`src/rtl/seq_detector.sv`:
```
// Parametrised serial pattern detector, Mealy or Moore output, overlapping or not.
// Define SEQDET_COUNT_EN to build the saturating match counter; otherwise match_count is tied to zero.
module seq_detector #(
  parameter int unsigned          PATTERN_W = 4,
  parameter logic [PATTERN_W-1:0] PATTERN   = 4'b1011,
  parameter bit                   MOORE     = 1'b0,
  parameter bit                   OVERLAP   = 1'b1,
  parameter int unsigned          CNT_W     = 8
) (
  input  logic             clk,
  input  logic             reset,
  input  logic             in_valid,
  input  logic             x,
  input  logic             clear,
  output logic             match,
  output logic [CNT_W-1:0] match_count
);

  localparam logic [4:0] FILL_MAX = 5'(PATTERN_W - 1);

  logic [PATTERN_W-2:0] hist;
  logic [4:0]           fill;
  logic [PATTERN_W-1:0] window;
  logic                 accept;
  logic                 hit;

  // The compare window includes the bit currently on x, so the Mealy match is zero-latency.
  assign window = {hist, x};
  assign accept = in_valid & ~clear;
  assign hit    = accept & (fill == FILL_MAX) & (window == PATTERN);

  always_ff @(posedge clk or posedge reset) begin
    if (reset) begin
      hist <= '0;
      fill <= '0;
    end else if (clear) begin
      fill <= '0;
    end else if (in_valid) begin
      hist <= window[PATTERN_W-2:0];
      if (hit && !OVERLAP) begin
        fill <= '0;
      end else if (fill != FILL_MAX) begin
        fill <= fill + 5'd1;
      end
    end
  end

  generate
    if (MOORE) begin : g_moore
      logic match_q;

      always_ff @(posedge clk or posedge reset) begin
        if (reset) begin
          match_q <= 1'b0;
        end else begin
          match_q <= hit;
        end
      end

      assign match = match_q;
    end else begin : g_mealy
      assign match = hit;
    end
  endgenerate

`ifdef SEQDET_COUNT_EN
  logic [CNT_W-1:0] cnt;

  always_ff @(posedge clk or posedge reset) begin
    if (reset) begin
      cnt <= '0;
    end else if (hit && (cnt != '1)) begin
      cnt <= cnt + 1'b1;
    end
  end

  assign match_count = cnt;
`else
  assign match_count = '0;
`endif

endmodule

```
`config.mk`:
```
export PLATFORM = sky130hd
export DESIGN_NAME = seq_detector
export DESIGN_NICKNAME = d
export VERILOG_FILES = /design/src/rtl/seq_detector.sv
export SDC_FILE = /design/constraint.sdc
export NUM_CORES = 1
export LEC_CHECK = 0
export CAP_MARGIN = 10
export CORE_AREA = 2 2 39 41
export DETAILED_ROUTE_END_ITERATION = 8
export DIE_AREA = 0 0 41 43
export PLACE_DENSITY = 0.74
export SETUP_SLACK_MARGIN = 0.4
export SYNTH_ARGS = -nofsm -noshare
export SYNTH_HDL_FRONTEND = slang
export SYNTH_SLANG_ARGS = --single-unit
```
`constraint.sdc`:
```
create_clock -name clk -period 1.8 [get_ports clk]
set_input_delay 0.36 -clock clk [delete_from_list [all_inputs] [get_ports clk]]
set_output_delay 0.36 -clock clk [all_outputs]
set_load 0.01 [all_outputs]
```
==> impl_metrics.toml <==
[run_status]
status = "finished clean"

[synth]
synth.distinct_cells = 20
yosys-top-cells-area = "dfrtp_1 42%, buf_4 13%, mux2_2 7.1%, nor4b_4 5.0%, nand2b_1 4.0%"
synth_seq_cells = 8
async_flop_share_pct = 100
syn_area_per_cell_sq_um = 11.0
synth_commonest_cells = "8 x buf_4, 8 x dfrtp_1, 3 x mux2_2, 3 x nand2b_1, 3 x nor2_1"
ys_dominant_reg_cell = "dfrtp_1"
synth_top_cell_area_share_pct = 42.3
yosys.area.top_type = "dfrtp_1"
synth_edf_count = 0
syn-cell-area_sq_um = 473
yosys_warnings = 0
syn_inst = 43
yosysSeqAreaShare_pct = 42.3

[setup_path]
arrival_ns = 1.37
worstPathRequired_ns = 1.44
cp_max_fo = 2
end_kind = "output pin"
crit_path_start_kind = "register"
crit_type = "register to output pin"

[final_layout]
stdcell_count = 76
area_growth_pct = 32.8
multi_input_area_sq_um = 264
nets = 68
drive_above_1_share_pct = 41.7
fin_area_sq_um = 628
n_fill_cell = 134
seqCellArea_sq_um = 200
diodes = 0

[global_route]
grt_overflow = 0
grt_max_degree = 9
grt_util_all_layers_pct = 14.3
antenna_found_initial = 0
grt_pass1_vias = 352
grt_pass1_wl_microns = 1600

[detailed_routing]
wl_met1_microns = 373
ant_nets = 0
wl_per_cell_microns = 13.0
top_layer = "met4"
met3_length_microns = 34
routed_wl_microns = 986
vias_per_cell = 4.45
met2_length_microns = 547
num_vias = 338
drtIter0Drc = 5
dr.pass1.iters = 2
drc = 0

[cts]
cts_root_buf = "clkbuf_4"
clock_latency_ns = 0.26
cts_htree_levels = 1
cts_inserted_buffers = 3
cts_tree = "built"
clkTransAtPathRegs_ns = 0.06
clock_path_buffers = 2
ctsHoldBuffers = 0
tritoncts_num_sinks = 8

[timing]
period_minus_slack_ns = 1.73
finalMaxSlewViolations = 0
rsz0062_at_grt = "yes"
timing.fmax_ghz = 0.579
min_period_over_period_pct = 95.9
skew_ns = 0.00174
setup_viol = 0
hold_viol_final = 0

[pwr]
leakagePower_nw = 0.310
peakVddDrop_uv = 203
pwr-share-clk_pct = 31.7
comb_power_share_pct = 19.8
seq_power_share_pct = 48.5
switching_share_pct = 26.1
intPower_mw = 0.328
p_per_area_nw_per_um2 = 707
p_switching_mw = 0.116

[floorplanning]
die_area_sq_um = 1760
die_w_microns = 41
initial_core_util_pct = 34.2
die_h_microns = 43
ios = 14
rows = 14
core_area_sq_um = 1380

[place]
place_area_sq_um = 577
dpl.hpwl_microns = 747
dp.cells = 72
place_congestion = 0.741
io_buffers = 5

[worst_hold_path]
hold_path.class = "input port to async pin"

[flow_run]
drv_cap = 0
cells in the final DEF, fill, tap and decap left out, types with 2 or more instances in the layout:
master	Yosys	final
buf_4	8	10
conb_1	1	8
dfrtp_1	8	8
nor2_1	3	3
mux2_2	3	3
clkbuf_4	0	3
nand2_1	2	2
nand4_1	2	2
xor2_1	2	2
nand2b_1	3	2
dlygate4sd2_1	0	2
clkdlybuf4s50_1	0	2
power groups by stage:
stage | Clock [mW] | Combinational [mW] | Sequential [mW]
floorplan | 0 | 0.0595 | 0.214
global route | 0.158 | 0.0964 | 0.220
finish | 0.141 | 0.0879 | 0.215
CTS | 0.143 | 0.0880 | 0.216
global placement | 0 | 0.0786 | 0.217
detailed placement | 0 | 0.0827 | 0.218
cell type report:
type / instances / area share [%]
Multi-Input combinational cell: 33 / 42.0
Sequential cell: 8 / 31.9
Timing Repair Buffer: 15 / 18.7
Clock buffer: 3 / 3.59
Tap cell: 16 / 3.19
Inverter: 1 / 0.598
cell families after synthesis:
family,after synthesis,synth area share (%)
mux,5,12.4
fa+ha+maj,1,2.65
xor+xnor,2,3.70
other cells,1,0.793
compound gates,1,1.06
simple gates,16,23.5
flops,8,42.3
buf+inv,9,13.5
state kept, by name, indices dropped and copies added (netlist names):
register,cells
fill,5
hist,3
timing repair:
| item | CTS | global route |
|---|---|---|
| setup buffers | 1 | 0 |
| endpoints found under the setup margin | 3 | 3 |
| pin swaps | 1 | 0 |
| resized for setup | 11 | 1 |
critical path, stage by stage, from the launching register on:
cell and delay (ns):
dfrtp_1 0.37, ha_2 0.19, nor4b_4 0.20, and4_1 0.22
buf_2 0.13
metal layers:
metal  vias up  GRT usage (%)
li1        163              -
met1       158           15.2
met2        13           22.8
met3         4           4.71
met4         0           8.67
met5         -              0
per-stage QoR:
step           utilization (%)  setup WS, ns   TNS, ns  power (mW)  hold slack, ns
6_report                  45.4        0.0733         0       0.444           0.361
5_1_grt                   45.4      -0.00377  -0.00377       0.474           0.376
4_1_cts                   45.0        0.0744         0       0.448           0.373
3_5_place_dp              41.7        -0.471    -0.471       0.301           0.527
3_3_place_gp              41.7        -0.438    -0.438       0.295           0.504
2_1_floorplan                -         0.409         0       0.273           0.176
path summary, 6_finish.rpt:
kind,startpoint,end,cells after the start,slack (ns)
min in group clk,hist[2],hist[2],1,0.53
min reg2reg,hist[2],hist[2],1,0.53
max reg2reg,fill[0],fill[2],5,0.35
max,fill[0],match,4,0.07
min,reset,fill[2],2,0.36
max in group asynchronous,reset,hist[0],2,1.20
Power figures use the tool's default switching activity.
